## config.mk

```make
export PLATFORM = sky130hd
export DESIGN_NAME = sram_record_reader_flat
export DESIGN_NICKNAME = d
export VERILOG_FILES = /design/src/rtl/sram_reader_pkg.sv /design/src/rtl/sram_record_reader_if.sv /design/src/rtl/sram_rd_skid.sv /design/src/rtl/sram_record_reader.sv /design/src/flat_wrapper.sv
export SDC_FILE = /design/constraint.sdc
export NUM_CORES = 1
export LEC_CHECK = 0
export ABC_AREA = 1
export CAP_MARGIN = 0
export CORE_UTILIZATION = 50
export CTS_CLUSTER_SIZE = 12
export DETAILED_ROUTE_END_ITERATION = 10
export PLACE_DENSITY = 0.76
export RECOVER_POWER = 100
export SYNTH_ARGS = -nofsm -noshare
export SYNTH_HDL_FRONTEND = slang
export SYNTH_SLANG_ARGS = --single-unit
```

## constraint.sdc

```tcl
create_clock -name clk -period 13.7 [get_ports clk]
set_input_delay 4.11 -clock clk [delete_from_list [all_inputs] [get_ports clk]]
set_output_delay 4.11 -clock clk [all_outputs]
set_load 0.1 [all_outputs]
```

## src/rtl/sram_reader_pkg.sv

```systemverilog
// Shared definitions for the SRAM record reader.
// Contents: bus/record geometry constants, word and FP16 typedefs, the
// record header layout seen on m_first words, the reader FSM state enum,
// the entry carried by the output buffer, and two address-range helpers.
package sram_reader_pkg;

  localparam int DATA_W    = 64;
  localparam int ADDR_W    = 7;
  localparam int DEPTH     = 128;
  localparam int REC_WORDS = 10;
  localparam int CNT_W     = 7;
  localparam int IDX_W     = 4;
  // Wide enough for rec_count*REC_WORDS without truncation.
  localparam int TOT_W     = ADDR_W + CNT_W;

  typedef logic [DATA_W-1:0] word_t;
  typedef logic [15:0]       fp16_t;

  // Header word layout, msb first: x, y, z, reserved.
  typedef struct packed {
    fp16_t       x;
    fp16_t       y;
    fp16_t       z;
    logic [15:0] rsvd;
  } rec_hdr_t;

  typedef enum logic [2:0] {
    ST_IDLE,
    ST_CHECK,
    ST_RUN,
    ST_DRAIN,
    ST_DONE
  } rd_state_e;

  // One buffered stream beat: data plus its framing.
  typedef struct packed {
    word_t            data;
    logic [IDX_W-1:0] idx;
    logic             first;
    logic             last;
    logic             rec_last;
  } skid_ent_t;

  function automatic logic [TOT_W-1:0] total_words(input logic [CNT_W-1:0] cnt);
    return TOT_W'(cnt) * TOT_W'(REC_WORDS);
  endfunction

  // True when every word of the request lies inside 0..DEPTH-1.
  function automatic logic range_ok(input logic [ADDR_W-1:0] base,
                                    input logic [CNT_W-1:0]  cnt);
    logic [TOT_W:0] sum;
    sum = (TOT_W+1)'(base) + (TOT_W+1)'(total_words(cnt));
    return sum <= (TOT_W+1)'(DEPTH);
  endfunction

endpackage

```

## src/rtl/sram_record_reader_if.sv

```systemverilog
// Bus bundles for the SRAM record reader.
// sram_rd_if    : single-port SRAM read side (cen_n active low, wen active
//                 high, rdata valid one cycle after an enabled access).
//                 master = reader, slave = SRAM.
// rec_stream_if : record word stream to the compute pipeline.
//                 master = reader, slave = consumer.
interface sram_rd_if;
  import sram_reader_pkg::*;

  logic              sram_cen_n;
  logic              sram_wen;
  logic [ADDR_W-1:0] sram_addr;
  word_t             sram_rdata;

  modport master (output sram_cen_n, output sram_wen, output sram_addr,
                  input  sram_rdata);
  modport slave  (input  sram_cen_n, input  sram_wen, input  sram_addr,
                  output sram_rdata);
endinterface

// Handshake: a beat transfers on every rising edge where m_valid and m_ready
// are both high. Once m_valid rises it stays high, and m_data/m_word_idx/
// m_first/m_last/m_rec_last stay stable, until that transfer happens.
// m_valid never depends on m_ready.
interface rec_stream_if;
  import sram_reader_pkg::*;

  logic             m_valid;
  logic             m_ready;
  word_t            m_data;
  logic [IDX_W-1:0] m_word_idx;
  logic             m_first;
  logic             m_last;
  logic             m_rec_last;

  modport master (output m_valid, input m_ready, output m_data,
                  output m_word_idx, output m_first, output m_last,
                  output m_rec_last);
  modport slave  (input m_valid, output m_ready, input m_data,
                  input m_word_idx, input m_first, input m_last,
                  input m_rec_last);
endinterface

```

## src/rtl/sram_rd_skid.sv

```systemverilog
// Two-entry valid/ready FIFO holding framed stream beats.
// Ports:
//   clk, rst_n : clock, asynchronous active-low reset
//   i_push     : write i_ent this cycle (caller guarantees room)
//   i_ent      : entry to write
//   i_ready    : downstream ready; a pop happens on o_valid & i_ready
//   o_valid    : head entry present
//   o_ent      : head entry
//   o_count    : occupancy 0..2, used by the caller for read credit
module sram_rd_skid
  import sram_reader_pkg::*;
(
  input  logic      clk,
  input  logic      rst_n,
  input  logic      i_push,
  input  skid_ent_t i_ent,
  input  logic      i_ready,
  output logic      o_valid,
  output skid_ent_t o_ent,
  output logic [1:0] o_count
);

  skid_ent_t  r_mem [2];
  logic       r_wr_ptr;
  logic       r_rd_ptr;
  logic [1:0] r_count;
  logic       w_pop;

  assign w_pop   = o_valid & i_ready;
  assign o_valid = (r_count != 2'd0);
  assign o_ent   = r_mem[r_rd_ptr];
  assign o_count = r_count;

  // Push and pop together on a full buffer is fine: the slot written is the
  // one being popped, so the count is unchanged.
  always_ff @(posedge clk or negedge rst_n) begin
    if (!rst_n) begin
      for (int i = 0; i < 2; i++) r_mem[i] <= '0;
      r_wr_ptr <= 1'b0;
      r_rd_ptr <= 1'b0;
      r_count  <= 2'd0;
    end else begin
      if (i_push) begin
        r_mem[r_wr_ptr] <= i_ent;
        r_wr_ptr        <= ~r_wr_ptr;
      end
      if (w_pop) r_rd_ptr <= ~r_rd_ptr;
      case ({i_push, w_pop})
        2'b10:   r_count <= r_count + 2'd1;
        2'b01:   r_count <= r_count - 2'd1;
        default: r_count <= r_count;
      endcase
    end
  end

endmodule

```

## src/rtl/sram_record_reader.sv

```systemverilog
// Read-side initiator for the single-port SRAM. On start it range-checks the
// request, then reads rec_count records of REC_WORDS words from base_addr and
// streams them with record/word framing. It never writes the SRAM.
// Ports:
//   clk, rst_n           : clock, asynchronous active-low reset
//   start                : request pulse, sampled only in IDLE
//   base_addr, rec_count : request, latched with start
//   busy                 : CHECK/RUN/DRAIN
//   done                 : one-cycle pulse after the last word transfers
//   err                  : one-cycle pulse when the request exceeds the SRAM
//   dbg_state            : current FSM state
//   sram                 : SRAM read port (master side)
//   m                    : record word stream (master side)
module sram_record_reader
  import sram_reader_pkg::*;
(
  input  logic              clk,
  input  logic              rst_n,
  input  logic              start,
  input  logic [ADDR_W-1:0] base_addr,
  input  logic [CNT_W-1:0]  rec_count,
  output logic              busy,
  output logic              done,
  output logic              err,
  output rd_state_e         dbg_state,
  sram_rd_if.master         sram,
  rec_stream_if.master      m
);

  rd_state_e        r_state;
  rd_state_e        w_next;
  logic [ADDR_W-1:0] r_addr;
  logic [CNT_W-1:0] r_cnt;
  logic [TOT_W-1:0] r_words_left;
  logic             r_inflight;
  logic             r_err;
  logic [IDX_W-1:0] r_push_idx;
  logic [CNT_W-1:0] r_rec_left;

  logic             w_issue;
  logic             w_pop;
  logic             w_credit;
  logic             w_range_ok;
  logic             w_drained;
  logic             w_valid;
  logic             w_err_set;
  logic [1:0]       w_count;
  logic [2:0]       w_outstanding;
  logic             w_rec_end;
  skid_ent_t        w_push_ent;
  skid_ent_t        w_head;

  assign w_pop      = w_valid & m.m_ready;
  assign w_range_ok = range_ok(r_addr, r_cnt);

  // Words already committed (buffered or coming back from the SRAM) that will
  // still occupy the buffer after this cycle's pop. Issuing only below 2
  // keeps a 2-entry buffer from ever overflowing, whatever m_ready does.
  assign w_outstanding = {1'b0, w_count} + {2'b00, r_inflight} - {2'b00, w_pop};
  assign w_credit      = (w_outstanding < 3'd2);

  // Buffer is empty at the end of this cycle and nothing is returning.
  assign w_drained = !r_inflight &&
                     ((w_count == 2'd0) || ((w_count == 2'd1) && w_pop));

  assign w_err_set = (r_state == ST_CHECK) && (r_cnt != '0) && !w_range_ok;

  always_ff @(posedge clk or negedge rst_n) begin
    if (!rst_n) r_state <= ST_IDLE;
    else        r_state <= w_next;
  end

  always_comb begin
    w_next  = r_state;
    w_issue = 1'b0;
    case (r_state)
      ST_IDLE: begin
        if (start) w_next = ST_CHECK;
      end
      ST_CHECK: begin
        if (r_cnt == '0)      w_next = ST_DONE;
        else if (!w_range_ok) w_next = ST_IDLE;
        else                  w_next = ST_RUN;
      end
      ST_RUN: begin
        if (w_credit) begin
          w_issue = 1'b1;
          if (r_words_left == TOT_W'(1)) w_next = ST_DRAIN;
        end
      end
      ST_DRAIN: begin
        if (w_drained) w_next = ST_DONE;
      end
      ST_DONE: begin
        w_next = ST_IDLE;
      end
      default: w_next = ST_IDLE;
    endcase
  end

  // Framing is attached when the returning word is pushed, so it always
  // matches the word it describes regardless of downstream stalls.
  assign w_rec_end           = (r_push_idx == IDX_W'(REC_WORDS - 1));
  assign w_push_ent.data     = sram.sram_rdata;
  assign w_push_ent.idx      = r_push_idx;
  assign w_push_ent.first    = (r_push_idx == '0);
  assign w_push_ent.last     = w_rec_end;
  assign w_push_ent.rec_last = w_rec_end && (r_rec_left == CNT_W'(1));

  always_ff @(posedge clk or negedge rst_n) begin
    if (!rst_n) begin
      r_addr       <= '0;
      r_cnt        <= '0;
      r_words_left <= '0;
      r_inflight   <= 1'b0;
      r_err        <= 1'b0;
      r_push_idx   <= '0;
      r_rec_left   <= '0;
    end else begin
      r_inflight <= w_issue;
      r_err      <= w_err_set;
      if ((r_state == ST_IDLE) && start) begin
        r_addr       <= base_addr;
        r_cnt        <= rec_count;
        r_words_left <= total_words(rec_count);
        r_push_idx   <= '0;
        r_rec_left   <= rec_count;
      end
      if (w_issue) begin
        r_addr       <= r_addr + ADDR_W'(1);
        r_words_left <= r_words_left - TOT_W'(1);
      end
      if (r_inflight) begin
        if (w_rec_end) begin
          r_push_idx <= '0;
          r_rec_left <= r_rec_left - CNT_W'(1);
        end else begin
          r_push_idx <= r_push_idx + IDX_W'(1);
        end
      end
    end
  end

  sram_rd_skid u_skid (
    .clk     (clk),
    .rst_n   (rst_n),
    .i_push  (r_inflight),
    .i_ent   (w_push_ent),
    .i_ready (m.m_ready),
    .o_valid (w_valid),
    .o_ent   (w_head),
    .o_count (w_count)
  );

  assign sram.sram_cen_n = ~w_issue;
  assign sram.sram_wen   = 1'b0;
  assign sram.sram_addr  = r_addr;

  assign m.m_valid    = w_valid;
  assign m.m_data     = w_head.data;
  assign m.m_word_idx = w_head.idx;
  assign m.m_first    = w_head.first;
  assign m.m_last     = w_head.last;
  assign m.m_rec_last = w_head.rec_last;

  assign busy      = (r_state == ST_CHECK) || (r_state == ST_RUN) ||
                     (r_state == ST_DRAIN);
  assign done      = (r_state == ST_DONE);
  assign err       = r_err;
  assign dbg_state = r_state;

endmodule

```

## src/flat_wrapper.sv

```systemverilog
// flat-port wrapper written by rule: the top's interface ports become plain ports
module sram_record_reader_flat import sram_reader_pkg::*;
  (clk, rst_n, start, base_addr, rec_count, busy, done, err, dbg_state, sram_sram_cen_n, sram_sram_wen, sram_sram_addr, sram_sram_rdata, m_m_valid, m_m_ready, m_m_data, m_m_word_idx, m_m_first, m_m_last, m_m_rec_last);
  sram_rd_if sram_i ();
  rec_stream_if m_i ();
  input  logic clk;
  input  logic rst_n;
  input  logic start;
  input  logic [ADDR_W-1:0] base_addr;
  input  logic [CNT_W-1:0] rec_count;
  output logic busy;
  output logic done;
  output logic err;
  output rd_state_e dbg_state;
  output wire logic [$bits(sram_i.sram_cen_n)-1:0] sram_sram_cen_n;
  output wire logic [$bits(sram_i.sram_wen)-1:0] sram_sram_wen;
  output wire logic [$bits(sram_i.sram_addr)-1:0] sram_sram_addr;
  input wire logic [$bits(sram_i.sram_rdata)-1:0] sram_sram_rdata;
  output wire logic [$bits(m_i.m_valid)-1:0] m_m_valid;
  input wire logic [$bits(m_i.m_ready)-1:0] m_m_ready;
  output wire logic [$bits(m_i.m_data)-1:0] m_m_data;
  output wire logic [$bits(m_i.m_word_idx)-1:0] m_m_word_idx;
  output wire logic [$bits(m_i.m_first)-1:0] m_m_first;
  output wire logic [$bits(m_i.m_last)-1:0] m_m_last;
  output wire logic [$bits(m_i.m_rec_last)-1:0] m_m_rec_last;
  assign sram_sram_cen_n = sram_i.sram_cen_n;
  assign sram_sram_wen = sram_i.sram_wen;
  assign sram_sram_addr = sram_i.sram_addr;
  assign sram_i.sram_rdata = sram_sram_rdata;
  assign m_m_valid = m_i.m_valid;
  assign m_i.m_ready = m_m_ready;
  assign m_m_data = m_i.m_data;
  assign m_m_word_idx = m_i.m_word_idx;
  assign m_m_first = m_i.m_first;
  assign m_m_last = m_i.m_last;
  assign m_m_rec_last = m_i.m_rec_last;
  sram_record_reader u_core (.clk(clk), .rst_n(rst_n), .start(start), .base_addr(base_addr), .rec_count(rec_count), .busy(busy), .done(done), .err(err), .dbg_state(dbg_state), .sram(sram_i), .m(m_i));
endmodule
```

==> results_dict.tcl, run 1 <==
set metrics [dict create \
    tightestPinTransition_ns 6.21 \
    cp_data_arrival_time_ns 7.86 \
    synthAdderAreaFrac 0.0569 \
    finalSetupViolCount 0 \
    max_freq_ghz 0.0836 \
    max_stage_delay_ns 1.26 \
    clock_skew_ns 0.00872 \
    crit_type "input port to primary output" \
    outcome "complete, but fails checks" \
    root_buffer "clkbuf_16" \
    ys_warn_count 0 \
    netlist_instances 1210 \
    die_x_um 140 \
    cts_tree "done" \
    die_h_um 140 \
    route.detailed.drc 0 \
    hold_viol_final 0 \
    tns_ns 0 \
    hp-class "flip-flop to flip-flop" \
    rsz0062_at_grt "no" \
    synth_edf_count 0 \
    synth_cell_types 42 \
    drtPass1Iterations 5 \
    maxSlewHeadroom -3.14 \
    met2_usage 0.376 \
    failed_checks "max-capacitance violations, max-slew violations" \
    htree_levels 4 \
    clkTransAtPathRegs_ns 0.07 \
    cts_hold_buf 0 \
    stdcell_count 1596 \
    synth-xor-area-share 0.0138 \
    cts_inserted_buffers 17 \
    crit_buf_inv 4 \
    cap_violations 6 \
    required_ns 9.59 \
    netlist.area_leader.share 0.498 \
    met3_usage 0.0472 \
    nFillCells 1663 \
    critPathMaxFanout 15 \
    layout-drive-gt1-share 0.0330 \
    synth_top_family_by_area "simple AND/OR/NAND/NOR gates" \
    layout.nets 1472 \
    postRouteWirelength_um 21500 \
    crit_cells 11 \
    crit_path_cell_trace "dlygate4sd3_1 > nand2_1 > inv_1 > ha_1 > or2_2 > fa_1 > o21a_1 > nand2_1 > nor2_4 > inv_1 > dlygate4sd3_1" \
    post_cts_buffers 0 \
    port_buffers 167 \
    crit_path_start_kind "input port" \
    ys_async_sr_fraction 1.00 \
    min_period_ns 11.97 \
    hold_path_depth 1 \
    worstSetupEndpointType "primary output" \
    synth-simple-area-share 0.235 \
    synthMuxAreaShare 0.00223 \
    synth-compound-area-share 0.116 \
    yosysSeqAreaShare 0.498 \
    worstSkewPairLatency_ns 0.44 \
    layout.cells.most_common "nand2_1" \
    grt_pass1_wl_um 37300 \
    dp_hpwl_um 14300 \
    synthFlopType "dfrtp_1" \
    use_met1 0.324 \
    gp_congestion 0.817 \
    ant_nets 0 \
    fin_util 0.635 \
    cts_resized 0 \
    syn_avg_cell_area_um2 7.89 \
    synth_seq_cells 190 \
    cpLargestDelayFamily "buffers and inverters" \
    antenna_found_initial 0 \
    wl_per_cell_um 13.5 \
    start_util 0.511 \
    layout_common_cells "nand2_1, dfrtp_1, o21ai_0" \
    rr_worst_depth 5 \
    fp-row-count 50 \
    grt_usage 0.235 \
    cts.sinks 190 \
    multiInputGateArea_mm2 0.00403 \
    synth_nets 1333 \
    ios 169 \
    slowest_stage "dlygate4sd3_1" \
    register_area_mm2 0.00476 \
    fin_crit_sh 0.874 \
    route.vias.total 8114 \
    top_usage_layer "met2" \
    drt_iter0_drc 504 \
    cts.path.max_buffers 2 \
    grt_max_degree 124 \
    die_area_mm2 0.0197 \
    syn_to_final_growth_pct 24.4 \
    n_antenna_cell 0 \
    yosysTopAreaCell "dfrtp_1" \
    drv_slew 559 \
    synth.area.top_cells "dfrtp_1, nand2_1, o21ai_0, inv_1, ha_1" \
    dp.cells 1564 \
    syn_area_mm2 0.00955 \
    core_mm2 0.0187 \
    vias_per_cell 5.08 \
    grt_overflow_total 0 \
    grt_pass1_vias 7783 \
]
-- final cells by class --
class,count,area share
clock buffer,17,0.0358
inverter,141,0.0446
timing repair buffer,173,0.142
multi-input combinational,826,0.339
clock inverter,15,0.0131
tap,234,0.0246
sequential,190,0.400
-- flip-flops by register name, indices dropped and copies added, names as in the netlist --
name and cells:
u_core.u_skid.r_mem 142, u_core.r_words_left 14, u_core.r_cnt 7, u_core.r_rec_left 7
u_core.sram.sram_addr 7, u_core.r_push_idx 4, u_core.dbg_state 3, u_core.u_skid.o_count 2
u_core.err 1, u_core.r_inflight 1, u_core.u_skid.r_rd_ptr 1, u_core.u_skid.r_wr_ptr 1
-- through the flow --
stage	cell area, µm²	hold WS, ns	worst slack [ns]
4_1_cts	11900	0.483	1.83
6_report	11900	0.478	1.73
2_1_floorplan	9550	0.441	3.41
5_1_grt	11900	0.499	1.55
3_5_place_dp	11400	0.473	1.87
3_3_place_gp	11400	0.455	1.91
-- synthesized netlist by cell type, types with 5 or more instances --
| library cell | n |
|---|---|
| nor3_1 | 5 |
| xor2_1 | 8 |
| xnor2_1 | 7 |
| o21ai_0 | 167 |
| a21oi_1 | 15 |
| dfrtp_1 | 190 |
| nor2_1 | 36 |
| inv_1 | 136 |
| buf_2 | 12 |
| ha_1 | 37 |
| nand2_1 | 457 |
| nand3_1 | 41 |
| o211ai_1 | 10 |
| inv_2 | 5 |
| nand4_1 | 7 |
| clkbuf_1 | 37 |
-- per-layer routing --
layer | part of all wire | vias up
met3 | 0.050 | 22
met4 | 0.015 | 0
li1 | - | 4102
met1 | 0.46 | 3794
met2 | 0.47 | 196
met5 | 0 | -
-- cells by family after synthesis --
kind of cell	count (synthesis)
DFF	190
and+or+nand+nor	560
muxes	2
buffers and inverters	194
adders and majority gates	41
xor gates and xnor gates	15
other	1
AOI/OAI and AO/OA	207
-- path summary, 6_finish.rpt --
path	endpoint	slack, ns	start
max in group asynchronous	u_core.u_skid.r_mem[59]$_DFFE_PN0P_	3.56	rst_n
min	u_core.r_words_left[13]$_DFFE_PN0P_	0.48	u_core.r_words_left[13]$_DFFE_PN0P_
max reg2reg	u_core.u_skid.r_mem[105]$_DFFE_PN0P_	8.74	u_core.r_inflight$_DFF_PN0_
min reg2reg	u_core.r_words_left[13]$_DFFE_PN0P_	0.48	u_core.r_words_left[13]$_DFFE_PN0P_
max	sram_sram_cen_n	1.73	m_m_ready
min in group asynchronous	u_core.u_skid.r_mem[82]$_DFFE_PN0P_	5.99	rst_n
Power of run 1 is left out: the tool's default activity adds up to more than one toggle a clock period on the data nets, which glitch-free logic cannot reach.
==> run 2: changes to the inputs <==
- MAX_ROUTING_LAYER: default -> met4
- SETUP_SLACK_MARGIN: default -> 0.02
==> run 2 against run 1 <==
- the run still ends with max-capacitance violations, max-slew violations left
- flip-flop and latch count unchanged
- via count about the same
- register-to-register slack got worse by 0.05 ns
- cell area unchanged
- first-iteration DRC count decreased by 9.7%
- utilization unchanged
- global-route usage increased by 0.75 points
- cell count unchanged
- maximum frequency about the same
- hold slack about the same
- worst setup slack got worse by 0.0079 ns
- critical path type unchanged
- critical endpoint unchanged
==> results_dict.tcl, run 2 (synthesis gave the netlist of run 1 again) <==
set metrics [dict create \
    outcome "complete, but fails checks" \
    failed_checks "max-capacitance violations, max-slew violations" \
    cts_inserted_buffers 17 \
    largest_register "u_core.u_skid.r_mem" \
    core_mm2 0.0187 \
    layout.cells.most_common "nand2_1" \
    slowest_stage "dlygate4sd3_1" \
    cts_tree "done" \
    postRouteWirelength_um 21600 \
    htree_levels 4 \
    n_antenna_cell 0 \
    worstSetupEndpointType "primary output" \
    fin_crit_sh 0.874 \
    cts_hold_buf 0 \
    layout-drive-gt1-share 0.0330 \
    crit_path_cell_trace "dlygate4sd3_1 > nand2_1 > inv_1 > ha_1 > or2_2 > fa_1 > o21a_1 > nand2_1 > nor2_4 > inv_1 > dlygate4sd3_1" \
    rr_worst_depth 5 \
    route.vias.total 8120 \
    fp-row-count 50 \
    r2r_end "u_core.u_skid.r_mem[124]$_DFFE_PN0P_" \
    cp_data_arrival_time_ns 7.87 \
    crit_path_start_kind "input port" \
    cts.sinks 190 \
    maxSlewHeadroom -3.14 \
    drt_iter0_drc 455 \
    grt_overflow_total 0 \
    required_ns 9.59 \
    critPathMaxFanout 15 \
    hold_viol_final 0 \
    min_period_ns 11.98 \
    finalSetupViolCount 0 \
    cts_resized 0 \
    hp-class "flip-flop to flip-flop" \
    layout_common_cells "nand2_1, dfrtp_1, o21ai_0" \
    crit_type "input port to primary output" \
    r2r_setup_slack_ns 8.69 \
    die_x_um 140 \
    vias_per_cell 5.09 \
    min-delay-start "u_core.r_words_left[13]$_DFFE_PN0P_" \
    clkTransAtPathRegs_ns 0.07 \
    cts.path.max_buffers 2 \
    min_to "u_core.r_words_left[13]$_DFFE_PN0P_" \
    post_cts_buffers 0 \
    start_util 0.511 \
    rsz0062_at_grt "no" \
    grt_pass1_wl_um 37300 \
    ant_nets 0 \
    hold_path_depth 1 \
    wl_per_cell_um 13.5 \
    worstSkewPairLatency_ns 0.44 \
    gp_congestion 0.829 \
    syn_to_final_growth_pct 24.4 \
    tightestPinTransition_ns 6.22 \
    tns_ns 0 \
    drv_slew 559 \
    grt_pass1_vias 7774 \
    grt_usage 0.243 \
    largest_register_ffs 142 \
    layout.nets 1472 \
    r2r_start "u_core.r_inflight$_DFF_PN0_" \
    max_stage_delay_ns 1.27 \
    die_area_mm2 0.0197 \
    cap_violations 6 \
    max_freq_ghz 0.0835 \
    root_buffer "clkbuf_16" \
    route.detailed.drc 0 \
    clock_skew_ns 0.00616 \
    ios 169 \
    antenna_found_initial 0 \
    grt_max_degree 124 \
    dp_hpwl_um 14300 \
    reg_top3 "u_core.u_skid.r_mem x142, u_core.r_words_left x14" \
    port_buffers 167 \
    die_h_um 140 \
    drtPass1Iterations 5 \
    nFillCells 1663 \
]
-- run 2: layer usage --
| metal | wire length, µm | vias up | GRT usage |
|---|---|---|---|
| li1 | - | 4102 | - |
| met1 | 10000 | 3796 | 0.325 |
| met2 | 10200 | 200 | 0.376 |
| met3 | 1020 | 22 | 0.0465 |
| met4 | 359 | 0 | 0.0735 |
| met5 | 0 | - | - |
-- run 2: worst max-delay path by stage --
| stage | from | to | cells after the start |
|---|---|---|---|
| CTS | m_m_ready | sram_sram_cen_n | 11 |
| global placement | m_m_ready | sram_sram_cen_n | 11 |
| global route | m_m_ready | sram_sram_cen_n | 11 |
| floorplan | m_m_ready | sram_sram_cen_n | 10 |
| detailed placement | m_m_ready | sram_sram_cen_n | 11 |
| finish | m_m_ready | sram_sram_cen_n | 11 |
-- run 2: area by class of cell --
| class | count | area (µm²) | area share |
|---|---|---|---|
| clock buffers | 17 | 425 | 0.0358 |
| clock inverters | 15 | 155 | 0.0131 |
| inverters | 141 | 531 | 0.0446 |
| multi-input cells | 826 | 4030 | 0.339 |
| flip-flops and latches | 190 | 4760 | 0.400 |
| well taps | 234 | 293 | 0.0246 |
| repair buffers | 173 | 1690 | 0.142 |
-- run 2: worst max-delay path: cells and delay by family --
kind	cells	cell delay, ns
AO/OA/AOI/OAI	1	0.19
adder cells (fa/ha/maj)	2	0.72
buffers and inverters	4	2.21
AND/OR/NAND/NOR	4	0.64
-- run 2: metrics by stage --
stage / hold WS [ns] / std cells / utilization / instance area (µm²) / setup slack, ns
floorplan: 0.441 / 1210 / - / 9550 / 3.41
global placement: 0.455 / 1564 / 0.607 / 11400 / 1.91
detailed placement: 0.473 / 1564 / 0.607 / 11400 / 1.87
CTS: 0.483 / 1596 / 0.638 / 11900 / 1.83
global route: 0.499 / 1596 / 0.635 / 11900 / 1.55
finish: 0.479 / 1596 / 0.635 / 11900 / 1.72
Power of run 2 is left out for the same reason.
